==> src/rtl/uvmt_cv32e40x_pma_obi_tracker.sv <==
// Per-port OBI transaction tracker that checks each granted request against the PMA verdict and retires entries in response order.
// Optional build macro UVMT_PMA_TRACKER_ASSERT_EN adds concurrent assertions and covers; flag outputs and their timing are unchanged.
module uvmt_cv32e40x_pma_obi_tracker #(
  parameter int unsigned MAX_OUTSTANDING = 2,
  parameter bit          IS_INSTR_SIDE   = 1'b0,
  parameter int unsigned RESP_TIMEOUT    = 64
) (
  input  logic        clk,
  input  logic        rst_n,
  input  logic        obi_req_i,
  input  logic        obi_gnt_i,
  input  logic [31:0] obi_addr_i,
  input  logic        obi_we_i,
  input  logic [1:0]  obi_memtype_i,
  input  logic        obi_rvalid_i,
  input  logic        obi_err_i,
  input  logic        pma_allow_i,
  input  logic        pma_bufferable_i,
  input  logic        pma_cacheable_i,
  output logic [3:0]  outstanding_o,
  output logic        resp_valid_o,
  output logic [31:0] resp_addr_o,
  output logic        resp_err_o,
  output logic        err_disallowed_o,
  output logic        err_memtype_o,
  output logic        err_overflow_o,
  output logic        err_underflow_o,
  output logic        err_timeout_o,
  output logic        violation_sticky_o
);

  localparam int unsigned     PTR_W     = (MAX_OUTSTANDING > 1) ? $clog2(MAX_OUTSTANDING) : 1;
  localparam int unsigned     TMO_W     = $clog2(RESP_TIMEOUT + 1);
  localparam logic [PTR_W-1:0] PTR_LAST = PTR_W'(MAX_OUTSTANDING - 1);
  localparam logic [3:0]      CNT_MAX   = 4'(MAX_OUTSTANDING);
  localparam logic [TMO_W-1:0] TMO_LIMIT = TMO_W'(RESP_TIMEOUT);
  localparam logic [TMO_W-1:0] TMO_LAST  = TMO_W'(RESP_TIMEOUT - 1);

  // Handshakes: an address phase is accepted when obi_req_i && obi_gnt_i in the same
  // cycle; a response is consumed whenever obi_rvalid_i is high (no back-pressure).
  logic        push, pop, empty, full, pop_ok, push_ok, memtype_bad, tmo_expire;
  logic [31:0] addr_mem_q [MAX_OUTSTANDING];
  logic        we_mem_q   [MAX_OUTSTANDING];
  logic [PTR_W-1:0] wr_ptr_q, wr_ptr_d, rd_ptr_q, rd_ptr_d;
  logic [3:0]       count_q, count_d;
  logic [TMO_W-1:0] tmo_q, tmo_d;
  logic        resp_valid_q, resp_valid_d, resp_err_q, resp_err_d;
  logic [31:0] resp_addr_q, resp_addr_d;
  logic        disallowed_q, disallowed_d, memtype_q, memtype_d;
  logic        overflow_q, overflow_d, underflow_q, underflow_d;
  logic        timeout_q, timeout_d, sticky_q, sticky_d;
  logic        unused_head_we;

  assign unused_head_we = we_mem_q[rd_ptr_q];

  always_comb begin
    push        = obi_req_i && obi_gnt_i;
    pop         = obi_rvalid_i;
    empty       = (count_q == 4'd0);
    full        = (count_q == CNT_MAX);
    pop_ok      = pop && !empty;
    // A same-cycle pop frees the slot the push needs, so push while full is legal then.
    push_ok     = push && (!full || pop_ok);
    memtype_bad = (obi_memtype_i != {pma_cacheable_i, pma_bufferable_i}) ||
                  (IS_INSTR_SIDE && (obi_we_i || obi_memtype_i[0]));
    tmo_expire  = !pop && !empty && (tmo_q == TMO_LAST);

    wr_ptr_d = wr_ptr_q;
    rd_ptr_d = rd_ptr_q;
    if (push_ok) wr_ptr_d = (wr_ptr_q == PTR_LAST) ? '0 : wr_ptr_q + 1'b1;
    if (pop_ok)  rd_ptr_d = (rd_ptr_q == PTR_LAST) ? '0 : rd_ptr_q + 1'b1;

    count_d = count_q;
    case ({push_ok, pop_ok})
      2'b10:   count_d = count_q + 4'd1;
      2'b01:   count_d = count_q - 4'd1;
      default: count_d = count_q;
    endcase

    // Counter measures how long the current head has waited; saturation blocks re-firing.
    tmo_d = tmo_q;
    if (pop || empty)            tmo_d = '0;
    else if (tmo_q != TMO_LIMIT) tmo_d = tmo_q + 1'b1;

    resp_valid_d = pop_ok;
    resp_addr_d  = pop_ok ? addr_mem_q[rd_ptr_q] : 32'h0;
    resp_err_d   = pop_ok && obi_err_i;
    disallowed_d = push && !pma_allow_i;
    memtype_d    = push && memtype_bad;
    overflow_d   = push && full && !pop;
    underflow_d  = pop && empty;
    timeout_d    = tmo_expire;
    sticky_d     = sticky_q || disallowed_d || memtype_d || overflow_d ||
                   underflow_d || timeout_d;
  end

  always_ff @(posedge clk or negedge rst_n) begin
    if (!rst_n) begin
      for (int i = 0; i < int'(MAX_OUTSTANDING); i++) begin
        addr_mem_q[i] <= 32'h0;
        we_mem_q[i]   <= 1'b0;
      end
    end else if (push_ok) begin
      addr_mem_q[wr_ptr_q] <= obi_addr_i;
      we_mem_q[wr_ptr_q]   <= obi_we_i;
    end
  end

  always_ff @(posedge clk or negedge rst_n) begin
    if (!rst_n) begin
      wr_ptr_q     <= '0;
      rd_ptr_q     <= '0;
      count_q      <= 4'd0;
      tmo_q        <= '0;
      resp_valid_q <= 1'b0;
      resp_addr_q  <= 32'h0;
      resp_err_q   <= 1'b0;
      disallowed_q <= 1'b0;
      memtype_q    <= 1'b0;
      overflow_q   <= 1'b0;
      underflow_q  <= 1'b0;
      timeout_q    <= 1'b0;
      sticky_q     <= 1'b0;
    end else begin
      wr_ptr_q     <= wr_ptr_d;
      rd_ptr_q     <= rd_ptr_d;
      count_q      <= count_d;
      tmo_q        <= tmo_d;
      resp_valid_q <= resp_valid_d;
      resp_addr_q  <= resp_addr_d;
      resp_err_q   <= resp_err_d;
      disallowed_q <= disallowed_d;
      memtype_q    <= memtype_d;
      overflow_q   <= overflow_d;
      underflow_q  <= underflow_d;
      timeout_q    <= timeout_d;
      sticky_q     <= sticky_d;
    end
  end

  assign outstanding_o      = count_q;
  assign resp_valid_o       = resp_valid_q;
  assign resp_addr_o        = resp_addr_q;
  assign resp_err_o         = resp_err_q;
  assign err_disallowed_o   = disallowed_q;
  assign err_memtype_o      = memtype_q;
  assign err_overflow_o     = overflow_q;
  assign err_underflow_o    = underflow_q;
  assign err_timeout_o      = timeout_q;
  assign violation_sticky_o = sticky_q;

`ifdef UVMT_PMA_TRACKER_ASSERT_EN
  a_disallowed: assert property (@(posedge clk) disable iff (!rst_n) push |-> pma_allow_i)
    else $error("pma tracker: disallowed access reached bus, addr=%08h", obi_addr_i);
  a_memtype: assert property (@(posedge clk) disable iff (!rst_n) push |-> !memtype_bad)
    else $error("pma tracker: memtype mismatch, addr=%08h", obi_addr_i);
  a_overflow: assert property (@(posedge clk) disable iff (!rst_n) !(push && full && !pop))
    else $error("pma tracker: overflow, dropped addr=%08h", obi_addr_i);
  a_underflow: assert property (@(posedge clk) disable iff (!rst_n) !(pop && empty))
    else $error("pma tracker: underflow, response with no entry, addr=%08h", obi_addr_i);
  a_timeout: assert property (@(posedge clk) disable iff (!rst_n) !tmo_expire)
    else $error("pma tracker: response timeout, head addr=%08h", addr_mem_q[rd_ptr_q]);
  c_push_pop_full: cover property (@(posedge clk) disable iff (!rst_n) push && pop && full);
  c_timeout: cover property (@(posedge clk) disable iff (!rst_n) tmo_expire);
`endif

endmodule

==> config.mk <==
export PLATFORM = sky130hd
export DESIGN_NAME = uvmt_cv32e40x_pma_obi_tracker
export DESIGN_NICKNAME = d
export VERILOG_FILES = /design/src/rtl/uvmt_cv32e40x_pma_obi_tracker.sv
export SDC_FILE = /design/constraint.sdc
export NUM_CORES = 1
export LEC_CHECK = 0
export ABC_AREA = 1
export ABC_CLOCK_PERIOD_IN_PS = 1700
export CORE_MARGIN = 2
export CORE_UTILIZATION = 49
export CTS_BUF_LIST = sky130_fd_sc_hd__clkbuf_4 sky130_fd_sc_hd__clkbuf_8
export DETAILED_ROUTE_END_ITERATION = 10
export MAX_ROUTING_LAYER = met4
export PLACE_DENSITY_LB_ADDON = 0.25
export SLEW_MARGIN = 20
export SYNTH_ARGS = -nofsm -noshare
export SYNTH_HDL_FRONTEND = slang
export SYNTH_SLANG_ARGS = --single-unit
export TNS_END_PERCENT = 100
==> constraint.sdc <==
create_clock -name clk -period 1.7 [get_ports clk]
set_clock_uncertainty 0.15 [all_clocks]
set_input_delay 0.255 -clock clk [delete_from_list [all_inputs] [get_ports clk]]
set_output_delay 0.255 -clock clk [all_outputs]
set_load 0.05 [all_outputs]
==> metrics.md <==
| Metric | Value |
|---|---|
| Outcome | finished clean |
| Met2 Resource Use GR | 0.298 |
| Final setup viols | 0 |
| Fin nets | 620 |
| Static leakage | 3.12 nW |
| Mapped Cells | 459 |
| DR vias | 3496 |
| Die width | 104 µm |
| Crit start category | flip-flop |
| Netlist cell types | 31 |
| Crit path max-delay family | simple AND/OR/NAND/NOR gates |
| Critical path class | flip-flop to flip-flop |
| Post-synth EDFFs | 0 |
| Main synth FF type | dfrtp_1 |
| Critical path capture point type | flip-flop |
| Worst Path Buf+Inv | 2 |
| Syn Nets | 506 |
| Port-buffer cells | 86 |
| Fin. Hold Viols | 0 |
| GR Util met3 | 0.0396 |
| Critical Path RT | 1.88 ns |
| 1st-iter DRT viols | 135 |
| Max_cap viols | 0 |
| # diodes | 0 |
| Worst-path clk slew | 0.06 ns |
| CTS buffer count | 17 |
| CTS tree | yes |
| Skew-Pair Late Insertion Delay | 0.42 ns |
| Vias in the first global route | 3429 |
| Syn. warnings | 0 |
| Final min period | 1.69 ns |
| CTS sink cnt | 117 |
| Post-Syn Area | 0.00488 mm² |
| Peak Freq | 593 MHz |
| Top cell type's share of synthesized area | 0.600 |
| Top-count cell post-synth | dfrtp_1 |
| GPL Wtd Cong | 0.814 |
| Cell taking the most area after synthesis | dfrtp_1 |
| Gr ovfl total | 0 |
| Starting Density | 0.501 |
| DR vias/cell | 4.87 |
| Worst Path Max Fanout | 5 |
| ANT nets after route | 0 |
| Pwr Total | 11.8 mW |
| GR peak layer | met2 |
| Post-Syn Area per Cell | 10.6 µm² |
| Slowest cell delay on critical path | 0.42 ns |
| Site row count | 36 |
| DRC viols | 0 |
| Worst-path cell chain | nor2_4, nand2_4, nand3_4, nand2_4, nand2_2, inv_2, ha_4, inv_2, nand2_2, xor2_1, a21oi_1 |
| Rel. slew slack | 0.770 |
| Final Slew Violations | 0 |
| Wire per inst | 13.6 µm |
| Met1 global-route usage | 0.252 |
| Worst hold path type | primary input to flip-flop |
| Die Y | 104 µm |
| Sequential element share of the synthesized area | 0.600 |
| Die area | 0.0108 mm² |
| Root buf cell | clkbuf_8 |
| Router iterations before antenna repair | 4 |
| Final period utilization | 0.992 |
| Share of post-route cells with drive strength above 1 | 0.277 |
| Largest net degree at the start of global routing | 65 |
| Final wirelength | 9770 µm |
| Gr usage total | 0.194 |
| Fill count | 771 |
| Hpwl dp | 6500 µm |
| # IOs | 88 |
| WP data arrival | 1.87 ns |
| Async SR Flop Fraction | 1.00 |
| Pwr dens | 1830 mW/mm² |
| Antenna violations before repair | 0 |
| Core area | 0.00973 mm² |
| Slowest-stage cell, CP | dfrtp_2 |
| Peak VDD IR | 0.00112 V |
| R2R Setup Slk | 0.01 ns |
| Least-Margin Pin Slew | 0.345 ns |
| Yosys reg bits | 117 |
| H-tree depth | 4 |
| Top post-synthesis cells by count | dfrtp_1, nor2_1, inv_1, nand2_1, a21oi_1 |
| Synth top area cells | dfrtp_1, mux2_4, nor2_1 |
| RSZ-0062 raised after global routing | true |
| Max clock buf depth | 2 |
| Area Overhead vs Synth | 32.7% |
| Sum Neg Setup Slack | 0 ns |
| First-pass GRT wire length | 16100 µm |
-- repair_timing --
action                                 4_1_cts  5_1_grt
hold buffers                                 1        0
gates resized for setup                      1       12
pin swaps                                    4        7
setup endpoints to repair                    1        7
buffers inserted                             1        2
endpoints found under the hold margin      117        0
-- report_power, final --
part / total (mW) / switching, mW / internal (mW)
sequential: 4.41 / 0.539 / 3.87
combinational: 4.97 / 2.94 / 2.03
clock: 2.46 / 1.05 / 1.41
-- tightest hold or removal path, cell delays in order --
cell	delay [ns]
clkdlybuf4s50_1	0.40
inv_1	0.05
nor2_1	0.03
-- area by class of cell --
cell class | count | area [µm²] | share of cell area
Clock buffer | 22 | 284 | 0.0439
Timing Repair Buffer | 114 | 1110 | 0.172
Inverter | 52 | 195 | 0.0302
Sequential cell | 117 | 2930 | 0.453
Clock inverter | 9 | 104 | 0.0160
Tap cell | 133 | 166 | 0.0257
Multi-Input combinational cell | 271 | 1670 | 0.259
-- through the flow --
step                      area, µm²   util  setup slack [ns]  hold slack [ns]  instances
final                          6470  0.665            0.0135            0.211        718
after global routing           6470  0.665           -0.0593            0.229        718
after CTS                      6420  0.660           0.00858            0.178        716
after detailed placement       6010  0.618            -0.327            0.132        683
after global placement         6010  0.618            -0.295            0.131        683
after floorplan                4900      -           -0.0986           -0.191        459
-- layout by cell type, fill, tap and decap left out, types with 2 or more instances in the layout --
| cell type | n |
|---|---|
| buf_12 | 12 |
| nor2_4 | 3 |
| nor4_1 | 3 |
| bufinv_16 | 2 |
| nor2_1 | 76 |
| nand2_4 | 3 |
| nand2_1 | 46 |
| inv_2 | 4 |
| buf_4 | 59 |
| clkinvlp_4 | 2 |
| dfrtp_1 | 112 |
| clkbuf_8 | 19 |
| o21ai_0 | 36 |
| clkdlybuf4s50_1 | 41 |
| xnor2_1 | 3 |
| ha_1 | 2 |
| clkbuf_4 | 3 |
| xor2_1 | 3 |
| nand4_1 | 2 |
| clkinv_2 | 4 |
| nor2_2 | 2 |
| nand3_1 | 6 |
| dfrtp_2 | 5 |
| mux2_4 | 29 |
| inv_1 | 48 |
| nand2_2 | 5 |
| mux2_2 | 3 |
| a21oi_1 | 40 |
-- worst paths after layout --
| kind | startpoint | endpoint | depth (start not counted) |
|---|---|---|---|
| setup / recovery | outstanding_o[2] | outstanding_o[2] | 11 |
| hold / removal | obi_err_i | resp_err_o | 3 |
| setup reg to reg | outstanding_o[2] | outstanding_o[2] | 11 |
| hold reg to reg | addr_mem_q[30] | addr_mem_q[30] | 1 |
| max in group asynchronous | rst_n | addr_mem_q[60] | 3 |
| min in group asynchronous | rst_n | addr_mem_q[5] | 3 |
-- sequential cells by signal (all words and copies together), names as in the netlist --
name,flops
err_disallowed_o,1
resp_valid_o,1
resp_err_o,1
err_underflow_o,1
tmo_q,7
violation_sticky_o,1
err_overflow_o,1
addr_mem_q,64
resp_addr_o,32
rd_ptr_q,1
err_timeout_o,1
outstanding_o,4
err_memtype_o,1
wr_ptr_q,1
-- routing by layer --
metal | wire length, µm | up-vias
met3 | 449 | 10
met4 | 108 | 0
met5 | 0 | -
li1 | - | 1688
met1 | 4360 | 1702
met2 | 4860 | 96
-- cells by family (layout without fill, tap and decap cells) --
group,Yosys count,count (layout),synth area share
AND/OR/NAND/NOR,151,151,0.135
XOR/XNOR,6,6,0.0108
multiplexers,32,32,0.0962
AO/OA/AOI/OAI,79,79,0.0823
flip-flops,117,117,0.600
buffers and inverters,71,197,0.0677
adder cells (fa/ha/maj),3,3,0.00770
(Power assumes the default switching activity.)
